File: src/rtl/multdiv_pkg.sv
// rtl/multdiv_pkg.sv - shared state encoding, iteration count and helpers for multdiv_unit
package multdiv_pkg;

  typedef enum logic [1:0] {
    IDLE = 2'd0,
    MULT = 2'd1,
    DIV  = 2'd2,
    DONE = 2'd3
  } state_t;

  localparam int         ITER       = 32;
  localparam logic [5:0] ITER_COUNT = 6'(ITER);

  // Two's-complement magnitude; 0x80000000 maps to itself, read as unsigned 2^31.
  function automatic logic [31:0] magnitude(input logic [31:0] x);
    return x[31] ? (~x + 32'd1) : x;
  endfunction

endpackage

File: src/rtl/iter_counter.sv
// rtl/iter_counter.sv - 6-bit iteration counter, synchronous clear, saturates at ITER
module iter_counter
  import multdiv_pkg::*;
(
  input  logic       clock,
  input  logic       reset,
  input  logic       clear,
  input  logic       enable,
  output logic [5:0] count
);

  always_ff @(posedge clock or negedge reset) begin
    if (!reset) begin
      count <= '0;
    end else if (clear) begin
      count <= '0;
    end else if (enable && count != ITER_COUNT) begin
      count <= count + 6'd1;
    end
  end

endmodule

File: src/rtl/multdiv_unit.sv
// rtl/multdiv_unit.sv - iterative signed 32x32 multiply (low word) and divide (quotient)
module multdiv_unit
  import multdiv_pkg::*;
(
  input  logic        clock,
  input  logic        reset,
  input  logic [31:0] data_operandA,
  input  logic [31:0] data_operandB,
  input  logic        ctrl_MULT,
  input  logic        ctrl_DIV,
  output logic [31:0] data_result,
  output logic        data_exception,
  output logic        data_resultRDY,
  output logic        busy
);

  state_t      state, next_state;
  logic [5:0]  count;
  logic [31:0] a_mag, b_mag;
  logic [63:0] acc;
  logic        neg, dbz;
  logic        start, dbz_start, running, finish;
  logic [32:0] mult_sum, div_shift;
  logic [31:0] div_diff, div_signed;
  logic        div_ge;
  logic [63:0] mult_signed;

  assign start     = ctrl_MULT | ctrl_DIV;
  assign dbz_start = ctrl_DIV & ~ctrl_MULT & (data_operandB == 32'd0);
  assign running   = (state == MULT) || (state == DIV);
  assign finish    = running && !start && (count == ITER_COUNT || dbz);

  iter_counter u_counter (
    .clock  (clock),
    .reset  (reset),
    .clear  (start),
    .enable (running),
    .count  (count)
  );

  always_ff @(posedge clock or negedge reset) begin
    if (!reset) begin
      state <= IDLE;
    end else begin
      state <= next_state;
    end
  end

  // A start pulse overrides whatever the current state would do next.
  always_comb begin
    next_state = state;
    case (state)
      IDLE:      next_state = IDLE;
      MULT, DIV: if (count == ITER_COUNT || dbz) next_state = DONE;
      DONE:      next_state = IDLE;
      default:   next_state = IDLE;
    endcase
    if (ctrl_MULT) begin
      next_state = MULT;
    end else if (ctrl_DIV) begin
      next_state = DIV;
    end
  end

  assign busy           = running;
  assign data_resultRDY = (state == DONE);

  // acc: multiply = {partial product, remaining multiplier bits}; divide = {remainder, dividend/quotient}.
  assign mult_sum    = {1'b0, acc[63:32]} + (acc[0] ? {1'b0, a_mag} : 33'd0);
  assign div_shift   = {acc[63:32], acc[31]};
  assign div_ge      = div_shift >= {1'b0, b_mag};
  assign div_diff    = div_shift[31:0] - b_mag;
  assign mult_signed = neg ? -acc : acc;
  assign div_signed  = neg ? -acc[31:0] : acc[31:0];

  always_ff @(posedge clock or negedge reset) begin
    if (!reset) begin
      a_mag          <= '0;
      b_mag          <= '0;
      acc            <= '0;
      neg            <= 1'b0;
      dbz            <= 1'b0;
      data_result    <= '0;
      data_exception <= 1'b0;
    end else begin
      if (start) begin
        a_mag <= magnitude(data_operandA);
        b_mag <= magnitude(data_operandB);
        acc   <= {32'd0, ctrl_MULT ? magnitude(data_operandB) : magnitude(data_operandA)};
        neg   <= data_operandA[31] ^ data_operandB[31];
        dbz   <= dbz_start;
      end else if (running && count != ITER_COUNT) begin
        if (state == MULT) begin
          acc <= {mult_sum, acc[31:1]};
        end else begin
          acc <= {div_ge ? div_diff : div_shift[31:0], acc[30:0], div_ge};
        end
      end
      if (finish) begin
        if (state == MULT) begin
          data_result    <= mult_signed[31:0];
          data_exception <= mult_signed[63:32] != {32{mult_signed[31]}};
        end else if (dbz) begin
          data_result    <= '0;
          data_exception <= 1'b1;
        end else begin
          // Only 0x80000000 / -1 yields a positive quotient magnitude of 2^31.
          data_result    <= div_signed;
          data_exception <= ~neg & acc[31];
        end
      end
    end
  end

endmodule

File: config.mk
export PLATFORM = sky130hd
export DESIGN_NAME = multdiv_unit
export DESIGN_NICKNAME = d
export VERILOG_FILES = /design/src/rtl/multdiv_pkg.sv /design/src/rtl/iter_counter.sv /design/src/rtl/multdiv_unit.sv
export SDC_FILE = /design/constraint.sdc
export NUM_CORES = 1
export LEC_CHECK = 0
export CAP_MARGIN = 30
export CORE_ASPECT_RATIO = 2
export CORE_UTILIZATION = 40
export DETAILED_ROUTE_END_ITERATION = 8
export SLEW_MARGIN = 20
export SYNTH_ARGS = -nofsm -noshare
export SYNTH_HDL_FRONTEND = slang
export SYNTH_HIERARCHICAL = 1
export SYNTH_SLANG_ARGS = --single-unit
File: constraint.sdc
create_clock -name clock -period 4.1 [get_ports clock]
set_clock_uncertainty 0.2 [all_clocks]
set_input_delay 0.82 -clock clock [delete_from_list [all_inputs] [get_ports clock]]
set_output_delay 0.82 -clock clock [all_outputs]
set_load 0.02 [all_outputs]
==> impl_metrics.tcl <==
set metrics [dict create \
    status "complete, no violations" \
    synthTopCellsByArea "dfrtp_1 (30%), xor2_1 (7.3%), ha_1 (6.2%)" \
    syn2layout_area_growth_pct 22.9 \
    power.switching_mw 2.26 \
    antenna_cells 0 \
    worstPathArrival_ps 4110 \
    synth_nets 1915 \
    rows 98 \
    placed_cells 2406 \
    crit_family "simple AND/OR/NAND/NOR gates" \
    dp_slack_ps -366 \
    start_util_pct 40.5 \
    synth_seq_area_share_pct 29.6 \
    synth_area_sq_um 14400 \
    critical_path_buf_inv_count 2 \
    synth_edf_count 0 \
    vias 14600 \
    worst_slack_ps 92.1 \
    synth_flop_cell "dfrtp_1" \
    hold_viol 0 \
    worst_slew_pin_slew_ps 931 \
    max_freq_mhz 250 \
    crit_required_ps 4200 \
    drc_errors 0 \
    maxSlewHeadroom_pct 37.7 \
    crit_path_top_delay_cell "or4_1" \
    yosysWarningCount 6 \
    finalCriticalPeriod_ps 4010 \
    gp_congestion 0.983 \
    grt_pass1_vias 14900 \
    sw_frac_of_total_pct 38.3 \
    grt_pass1_wl_mm 85.6 \
    p_total_mw 5.89 \
    grt_remaining_overflow 0 \
    p_clk_share_pct 27.7 \
    final_util_pct 49.7 \
    ant_nets 0 \
    hold_class "input pin to asynchronous set/reset pin" \
    rsz0062_at_grt "no" \
    synthArstFlopShare_pct 100 \
    io_buffers 102 \
    muxShareOfSynthArea_pct 2.58 \
    cp_max_fo 4 \
    r2r_cells 14 \
    p_int_mw 3.63 \
    die_w_um 136 \
    drive_above_1_share_pct 14.5 \
    grt_use_total_pct 30.9 \
    r2r_start "acc[0]" \
    cts_buffer_depth 2 \
    fin_tns_setup_ps 0 \
    synth-simple-area-share_pct 20.3 \
    path_clk_slew_ps 70 \
    crit_chain "clkdlybuf4s50_1 > or4_4 > or4_1 > inv_1 > nand2_1 > or4_1 > or4_4 > o31ai_2 > xor2_1 > a211oi_1" \
    synth_top_area_share_pct 29.6 \
    syn_inst 1774 \
    cts_tree "done" \
    avgSynthCellArea_sq_um 8.14 \
    antenna_found_initial 0 \
    yosysUniqueCellTypes 86 \
    viasPerCell 5.98 \
    power_frac_comb_pct 38.4 \
    grt_max_degree 84 \
    maxCapViolCount 0 \
    cp_slowest_stage_delay_ps 600 \
    holdBufCountCts 0 \
    irDropWorstVdd_mv 0.253 \
    drtIter0Drc 1001 \
    ys_ff_latch 171 \
    setup_viol 0 \
    synth-xor-area-share_pct 10.3 \
    synth_adder_area_share_pct 6.43 \
    p_leak_nw 7.88 \
    synth_top_family_by_area "compound AO/OA/AOI/OAI gates" \
    setup.worst_path.end_class "flip-flop" \
    die_height_um 271 \
    ioPinCount 103 \
    core-area_sq_um 35700 \
    dp_hpwl_mm 43.0 \
    synth_compound_area_share_pct 26.2 \
    slew_violations 0 \
    worstSkewPairLatency_ps 460 \
    p_per_area_nw_per_um2 332 \
    wire_per_inst_um 22.8 \
    wirelength_mm 55.7 \
    timing.rr.end "acc[56]" \
    startpoint_type "input pin" \
    drt-pass1-iter-count 5 \
    cts-root-buf "clkbuf_16" \
    nets 2121 \
    cts-htree-levels 4 \
    crit_type "input pin to flip-flop" \
    synth.largest_area_cell "dfrtp_1" \
    seq_power_share_pct 33.9 \
    finalNonFillerCells 2443 \
    numCtsBuffers 17 \
    reg2reg_slack_ps 120 \
    cts.sinks 171 \
    fin_crit_sh_pct 97.8 \
    dieArea_sq_um 36900 \
]
-- worst max-delay path by stage --
| stage | startpoint | end | cells after the start |
|---|---|---|---|
| 2_1_floorplan | data_operandB[9] | acc[26] | 9 |
| 3_3_place_gp | acc[28] | data_exception | 12 |
| 3_5_place_dp | data_operandA[5] | acc[31] | 10 |
| 4_1_cts | acc[25] | data_exception | 13 |
| 5_1_grt | acc[25] | data_exception | 14 |
| 6_report | data_operandB[9] | acc[27] | 10 |
-- state kept, by name (all words and copies together) (netlist names) --
name             flops
neg                  1
u_counter/count      6
state                2
data_exception       1
a_mag               32
b_mag               32
dbz                  1
data_result         32
acc                 64
-- Yosys cell counts, types with 13 or more instances --
cell type and number:
dfrtp_1 171, nand2_1 171, a21oi_1 167, nor2_1 158
xor2_1 120, o21ai_0 111, clkbuf_1 92, ha_1 71
and2_1 56, inv_1 56, xnor2_1 50, o31ai_1 40
a21o_1 37, nor3_1 32, mux2i_1 26, a2111oi_0 25
a211oi_1 25, nand4_1 21, nand3_1 20, or4_1 20
o41ai_1 19, or3_1 17, nor2b_1 13, nor4_1 13
o211ai_1 13, o21ai_1 13
-- through the flow --
step                      cell area [sq um]  hold WS (ps)
final                                 17700           141
after global routing                  17700           184
after detailed placement              17000           274
after CTS                             17600           165
after floorplan                       14400           242
after global placement                17000           265
-- layer usage --
| metal | wire length [um] | GRT usage, % |
|---|---|---|
| met1 | 20500 | 33.4 |
| met2 | 29400 | 55.8 |
| met3 | 2230 | 3.49 |
| met4 | 3640 | 19.4 |
| met5 | 0 | 0 |
-- worst register-to-register path: cells and delay by family, from the launching register on --
kind	cells	cell delay, ps
AO/OA/AOI/OAI	8	1960
flip-flops	1	430
adder cells (fa/ha/maj)	1	290
buffers and inverters	2	370
XOR/XNOR	1	250
AND/OR/NAND/NOR	2	370
-- timing repair --
| action | 4_1_cts | 5_1_grt |
|---|---|---|
| endpoints found under the setup margin | 1 | 24 |
| pin swaps | 1 | 3 |
| gates resized for setup | 1 | 13 |
| setup buffers | 0 | 3 |
| gates cloned | 0 | 1 |
-- power groups by stage --
stage | Sequential, mW | Clock (mW) | Combinational, mW
after floorplan | 2.02 | 0 | 1.31
after global placement | 2.02 | 0 | 2.18
after detailed placement | 2.02 | 0 | 2.19
after CTS | 1.99 | 1.65 | 2.21
after global routing | 2.02 | 1.71 | 2.45
final | 2.00 | 1.63 | 2.26
-- cell usage in the layout, fill, tap and decap left out, drive strengths merged, types with 9 or more instances in the layout --
cell and instances:
ha 71, xnor2 50, or3 17, o31ai 42
nor2 158, mux2i 26, clkdlybuf4s50 99, xor2 120
or4 26, a211oi 25, a21o 37, o211ai 13
nand2 171, a2111oi 27, nor2b 13, clkbuf 21
and2 56, o21a 11, nor4 16, nand2b 13
a21oi 168, nand3 20, inv 59, o221a 9
o21ai 125, mux2 10, buf 196, nand4 21
dfrtp 171, nor3 33, o21bai 9, a31oi 10
o41ai 21
-- kinds of logic (layout without fill, tap and decap cells) --
logic type | count (synthesis) | in the layout
muxes | 36 | 36
AOI/OAI and AO/OA | 570 | 570
and+or+nand+nor | 586 | 586
buffers and inverters | 168 | 387
adders and majority gates | 73 | 73
xor gates and xnor gates | 170 | 170
DFF | 171 | 171
-- cell type report --
type	instances	area, sq um
repair buffers	296	2540
clock buffers	20	447
multi-input cells	1435	9580
inverters	59	224
well taps	450	563
clock inverters	12	116
fillers	3420	17900
flip-flops and latches	171	4280
Power figures use the tool's default switching activity.
